--- src/rtl/pipeline_ctrl_pkg.sv ---
// Shared definitions for the pipeline hazard/stall scheduler.
//   hz_state_t : scheduler FSM state (encoding 3 unused, recovers to RUN)
//   OPCODE_NOP : opcode pattern decode reports as "not a real instruction"
//   CNT_W      : width of the stall/flush sequence counter
package pipeline_ctrl_pkg;

  typedef enum logic [1:0] {
    RUN        = 2'd0,
    LOAD_STALL = 2'd1,
    FLUSH      = 2'd2
  } hz_state_t;

  localparam logic [6:0] OPCODE_NOP = 7'b0100000;
  localparam int unsigned CNT_W     = 4;

endpackage

--- src/rtl/hazard_detect.sv ---
// Combinational load-use comparator.
// Ports:
//   dec_valid               in  : decode holds a real instruction
//   dec_rn/rm/rs            in  : decode source register numbers
//   dec_use_rn/rm/rs        in  : matching source is actually read
//   ex_is_load              in  : execute holds an LDR
//   ex_rd                   in  : LDR destination in execute
//   hazard                  out : decode needs the load result not yet available
module hazard_detect (
  input  logic       dec_valid,
  input  logic [3:0] dec_rn,
  input  logic [3:0] dec_rm,
  input  logic [3:0] dec_rs,
  input  logic       dec_use_rn,
  input  logic       dec_use_rm,
  input  logic       dec_use_rs,
  input  logic       ex_is_load,
  input  logic [3:0] ex_rd,
  output logic       hazard
);

  logic match_rn, match_rm, match_rs;

  always_comb begin
    match_rn = dec_use_rn & (dec_rn == ex_rd);
    match_rm = dec_use_rm & (dec_rm == ex_rd);
    match_rs = dec_use_rs & (dec_rs == ex_rd);
    hazard   = dec_valid & ex_is_load & (match_rn | match_rm | match_rs);
  end

endmodule

--- src/rtl/pipeline_hazard_ctrl.sv ---
// Pipeline hazard and stall scheduler: sole owner of every stall and flush line.
// Ports:
//   clk, rst_n                     : clock, synchronous active-low reset
//   dec_* / ex_is_load / ex_rd     : load-use hazard operands
//   br_taken                       : taken branch/BX resolved in execute
//   mem_busy                       : data memory not ready, freeze everything
//   stall_fetch..stall_memory      : hold stage registers (sel_stall)
//   bubble_execute                 : load NOP into execute next edge
//   flush_fetch, flush_decode      : squash stage to NOP (branch_in)
//   state                          : FSM state (debug)
//   stall_cycles                   : saturating count of cycles with any control high
// Control outputs are Mealy so they act on the edge that would otherwise advance the pipe.
module pipeline_hazard_ctrl
  import pipeline_ctrl_pkg::*;
#(
  parameter int unsigned LOAD_STALL_CYCLES = 1,
  parameter int unsigned FLUSH_CYCLES      = 2
) (
  input  logic        clk,
  input  logic        rst_n,
  input  logic        dec_valid,
  input  logic [3:0]  dec_rn,
  input  logic [3:0]  dec_rm,
  input  logic [3:0]  dec_rs,
  input  logic        dec_use_rn,
  input  logic        dec_use_rm,
  input  logic        dec_use_rs,
  input  logic        ex_is_load,
  input  logic [3:0]  ex_rd,
  input  logic        br_taken,
  input  logic        mem_busy,
  output logic        stall_fetch,
  output logic        stall_decode,
  output logic        stall_execute,
  output logic        stall_memory,
  output logic        bubble_execute,
  output logic        flush_fetch,
  output logic        flush_decode,
  output logic [1:0]  state,
  output logic [15:0] stall_cycles
);

  localparam logic [CNT_W-1:0] LoadReload  = CNT_W'(LOAD_STALL_CYCLES - 1);
  localparam logic [CNT_W-1:0] FlushReload = CNT_W'(FLUSH_CYCLES - 1);

  hz_state_t        state_q, state_d;
  logic [CNT_W-1:0] cnt_q, cnt_d;
  logic [15:0]      stall_cycles_q, stall_cycles_d;
  logic             hazard;
  logic             any_ctrl;

  hazard_detect u_hazard_detect (
    .dec_valid  (dec_valid),
    .dec_rn     (dec_rn),
    .dec_rm     (dec_rm),
    .dec_rs     (dec_rs),
    .dec_use_rn (dec_use_rn),
    .dec_use_rm (dec_use_rm),
    .dec_use_rs (dec_use_rs),
    .ex_is_load (ex_is_load),
    .ex_rd      (ex_rd),
    .hazard     (hazard)
  );

  always_comb begin
    state_d        = state_q;
    cnt_d          = cnt_q;
    stall_fetch    = 1'b0;
    stall_decode   = 1'b0;
    stall_execute  = 1'b0;
    stall_memory   = 1'b0;
    bubble_execute = 1'b0;
    flush_fetch    = 1'b0;
    flush_decode   = 1'b0;

    if (!rst_n) begin
      // Outputs stay low; the register block performs the actual reset.
    end else if (mem_busy) begin
      stall_fetch   = 1'b1;
      stall_decode  = 1'b1;
      stall_execute = 1'b1;
      stall_memory  = 1'b1;
    end else begin
      case (state_q)
        RUN, LOAD_STALL, FLUSH: begin
          if (br_taken) begin
            // Branch outranks any hazard and (re)starts the flush sequence.
            flush_fetch  = 1'b1;
            flush_decode = 1'b1;
            if (FLUSH_CYCLES > 1) begin
              state_d = FLUSH;
              cnt_d   = FlushReload;
            end else begin
              state_d = RUN;
              cnt_d   = '0;
            end
          end else if (state_q == RUN) begin
            if (hazard) begin
              stall_fetch    = 1'b1;
              stall_decode   = 1'b1;
              bubble_execute = 1'b1;
              if (LOAD_STALL_CYCLES > 1) begin
                state_d = LOAD_STALL;
                cnt_d   = LoadReload;
              end
            end
          end else begin
            if (state_q == LOAD_STALL) begin
              stall_fetch    = 1'b1;
              stall_decode   = 1'b1;
              bubble_execute = 1'b1;
            end else begin
              flush_fetch  = 1'b1;
              flush_decode = 1'b1;
            end
            if (cnt_q == CNT_W'(1)) begin
              state_d = RUN;
              cnt_d   = '0;
            end else begin
              cnt_d = cnt_q - CNT_W'(1);
            end
          end
        end
        default: begin
          state_d = RUN;
          cnt_d   = '0;
        end
      endcase
    end

    any_ctrl = stall_fetch | stall_decode | stall_execute | stall_memory |
               bubble_execute | flush_fetch | flush_decode;
    stall_cycles_d = stall_cycles_q;
    if (any_ctrl && (stall_cycles_q != 16'hFFFF)) begin
      stall_cycles_d = stall_cycles_q + 16'd1;
    end
  end

  always_ff @(posedge clk) begin
    if (!rst_n) begin
      state_q        <= RUN;
      cnt_q          <= '0;
      stall_cycles_q <= '0;
    end else begin
      state_q        <= state_d;
      cnt_q          <= cnt_d;
      stall_cycles_q <= stall_cycles_d;
    end
  end

  assign state        = state_q;
  assign stall_cycles = stall_cycles_q;

endmodule
--- config.mk ---
export PLATFORM = sky130hd
export DESIGN_NAME = pipeline_hazard_ctrl
export DESIGN_NICKNAME = d
export VERILOG_FILES = /design/src/rtl/pipeline_ctrl_pkg.sv /design/src/rtl/hazard_detect.sv /design/src/rtl/pipeline_hazard_ctrl.sv
export SDC_FILE = /design/constraint.sdc
export NUM_CORES = 1
export LEC_CHECK = 0
export CORE_MARGIN = 1.5
export CORE_UTILIZATION = 44
export CTS_BUF_LIST = sky130_fd_sc_hd__clkbuf_16
export DETAILED_ROUTE_END_ITERATION = 16
export GPL_TIMING_DRIVEN = 0
export PLACE_DENSITY = 0.83
export SYNTH_ARGS = -nofsm -noshare
export SYNTH_HDL_FRONTEND = slang
export SYNTH_SLANG_ARGS = --single-unit
export TNS_END_PERCENT = 10
--- constraint.sdc ---
create_clock -name clk -period 2.69 [get_ports clk]
set_clock_uncertainty 0.1 [all_clocks]
set_input_delay 0.4035 -clock clk [delete_from_list [all_inputs] [get_ports clk]]
set_output_delay 0.4035 -clock clk [all_outputs]
set_load 0.05 [all_outputs]
==> run metrics <==
gpl congestion=0.823; DRC errors left=0; Async SR Flop Fraction=0; CP startpoint kind=input port; CP endpoint kind=primary output; fmax=378 MHz; Port Buffers=46; first-pass detailed-route iteration total=6; Worst Tran Pin Value=0.603 ns; CP max FO=4; R2R Setup Slk=0.43 ns; grt total ovfl=0; Filler Cells Inserted=244; first-pass GRT wire length=6000 um; area grow syn2layout=42.8%; leakage power=0.700 nW; Worst Hold Margin=0.378 ns; unrepaired setup endpoints after global routing=yes; CTS tree=done; worst path required time=2.19 ns; Core Area=0.00303 sq mm; via count=1406; ANT cells=0; CP Launch Point=ex_rd[1]; Power Dens Cells=440 mW/mm^2; max_slew headroom=0.597; row cnt=20; #FFs+latches synth=21; synthesized instance count=158; die area=0.00348 sq mm; YS warnings=0; largest net degree at the start of global routing=12; register area share after synthesis=0.305; vias per inst=5.58; commonest register cell after synthesis=dfxtp_1; layout cells sized above 1=0.130; net count reported at finish=237; FF-to-FF path depth=7; cell area after synthesis=0.00138 sq mm; clock tree sinks=21; Top Ports=50; CP endpoint=stall_fetch; die width=59.0 um; max-slew violation count=0; Syn Area/Cell=8.73 sq um; vias in the first global route=1356; CTS root buf=clkbuf_16; initial antenna violation count=0; Post-synth EDFFs=0; endpoints failing setup=0; total power=0.866 mW; Crit-path slowest cell=clkdlybuf4s50_1; final wirelength=3680 um; Chip Height=59.0 um; Reg area=420 sq um; Critical Path AT=2.14 ns; Longest Clk Path Bufs=2; ANT nets after route=0; Hold Fails Final Rpt=0; Multi-input gate area=873 sq um; reg2reg start=stall_cycles[2]$_SDFFE_PN0P_; Num CTS Buffers=3; worst r2r dst=stall_cycles[3]$_SDFFE_PN0P_; H-tree lvl count=1; Worst Hold Class=in2reg; Tmin final=2.64 ns; max_cap viols=0; max incr delay on CP=0.48 ns; status=completed; DP Wirelength=2890 um; syn_nets=186; CTS clk-pin slew, worst paths=0.06 ns; wire length per cell=14.6 um; crit path cell chain=clkdlybuf4s50_1, nor2b_1, a2111o_1, nor3_2, nor3_2, nand2b_1, buf_4, buf_4; initial drt markers=72; period utilisation layout=0.982; Worst path depth=8; most frequent cells in the layout=clkdlybuf4s50_1 (41), dfxtp_1 (21), nand2_1 (11); commonest non-fill, non-tap cell in the layout=clkdlybuf4s50_1; worst vdd ir=0.000561 V; Netlist cell types=54; delay-heaviest family, CP=buffers and inverters; critical path class=in2out; Skew-Pair Late Insertion Delay=0.25 ns; All-Layer GR Usage=0.224; Initial Util=0.456; Post-CTS Setup Bufs=0; worst path bufs/invs=3
-- layout make-up --
cell class	instances	area share
buffer	10	0.0330
clock buffer	3	0.0381
sequential	21	0.213
multi-input combinational	120	0.443
clock inverter	1	0.00190
timing repair buffer	46	0.229
inverter	7	0.0133
tap	44	0.0279
-- tightest hold or removal path, cell delays in order --
cell	delay [ns]
buf_4	0.15
nand2b_1	0.08
o41ai_1	0.05
-- Yosys cell counts, types with 2 or more instances --
library cell  instances  share of area
nor2_1                5          0.014
o31ai_1               8          0.044
and2_1                2         0.0091
mux2i_1               3          0.022
nor3_2                3          0.022
o211ai_1              6          0.033
or4_1                 2          0.011
o21ai_0               3          0.011
a22oi_1               2          0.011
nand4_1               5          0.023
xor2_1                3          0.019
inv_1                 7          0.019
nor4_1                2         0.0091
a21boi_1              2          0.011
or3_1                 2         0.0091
a21oi_1               4          0.015
nor3_1                3          0.011
nand2b_1              6          0.027
o21ai_2               2          0.013
dfxtp_1              21           0.30
buf_4                 5          0.027
xnor2_1               6          0.038
ha_1                  3          0.027
nand2_1              11          0.030
o311ai_0              3          0.019
clkbuf_1              3         0.0082
nor2b_1               5          0.023
o41ai_1               5          0.032
-- metrics by stage --
step | setup WS (ns) | instance area [sq um] | std cells | utilization | TNS [ns]
after CTS | 0.0125 | 1960 | 252 | 0.648 | 0
after global placement | -0.529 | 1900 | 248 | 0.626 | -1.46
final | 0.0471 | 1970 | 252 | 0.651 | 0
after detailed placement | -0.579 | 1900 | 248 | 0.626 | -1.85
after global routing | -0.0573 | 1970 | 252 | 0.651 | -0.149
after floorplan | 0.209 | 1380 | 158 | - | 0
-- layer usage --
metal,vias up,GRT usage,part of all wire
li1,697,-,-
met1,662,0.265,0.43
met2,39,0.394,0.50
met3,8,0.0524,0.042
met4,0,0.0779,0.023
met5,-,0,0
-- kinds of logic (layout without fill, tap and decap cells) --
| group | count (synthesis) | after routing | share of synthesized area |
|---|---|---|---|
| AO/OA/AOI/OAI | 45 | 45 | 0.251 |
| AND/OR/NAND/NOR | 59 | 59 | 0.269 |
| other | 1 | 1 | 0.00272 |
| buffers and inverters | 17 | 67 | 0.0662 |
| flip-flops | 21 | 21 | 0.305 |
| adder cells (fa/ha/maj) | 3 | 3 | 0.0272 |
| multiplexers | 3 | 3 | 0.0218 |
| XOR/XNOR | 9 | 9 | 0.0571 |
-- flip-flops by register name (all words and copies together) (netlist names) --
name	cells
stall_cycles	16
state	1
cnt_q	4
-- report_power, final --
part / switching (mW) / internal [mW]
Clock: 0.110 / 0.198
Sequential: 0.0171 / 0.324
Combinational: 0.124 / 0.0938
Total: 0.250 / 0.616
-- worst min path at each step --
stage	start	to	slack, ns	depth (start not counted)
6_report	rst_n	stall_cycles[7]$_SDFFE_PN0P_	0.38	3
3_3_place_gp	stall_cycles[10]$_SDFFE_PN0P_	stall_cycles[10]$_SDFFE_PN0P_	0.39	2
4_1_cts	rst_n	stall_cycles[7]$_SDFFE_PN0P_	0.38	3
2_1_floorplan	cnt_q[1]$_SDFFE_PN0P_	cnt_q[1]$_SDFFE_PN0P_	0.40	2
5_1_grt	rst_n	stall_cycles[7]$_SDFFE_PN0P_	0.39	3
3_5_place_dp	stall_cycles[10]$_SDFFE_PN0P_	stall_cycles[10]$_SDFFE_PN0P_	0.40	2
-- what timing repair did --
| item | in CTS | in global routing |
|---|---|---|
| cloned | 0 | 0 |
| gates resized for setup | 17 | 3 |
| endpoints found under the hold margin | 0 | 0 |
| endpoints found under the setup margin | 4 | 5 |
| hold buffers | 0 | 0 |
| pin swaps | 0 | 0 |
Power figures use the tool's default switching activity.
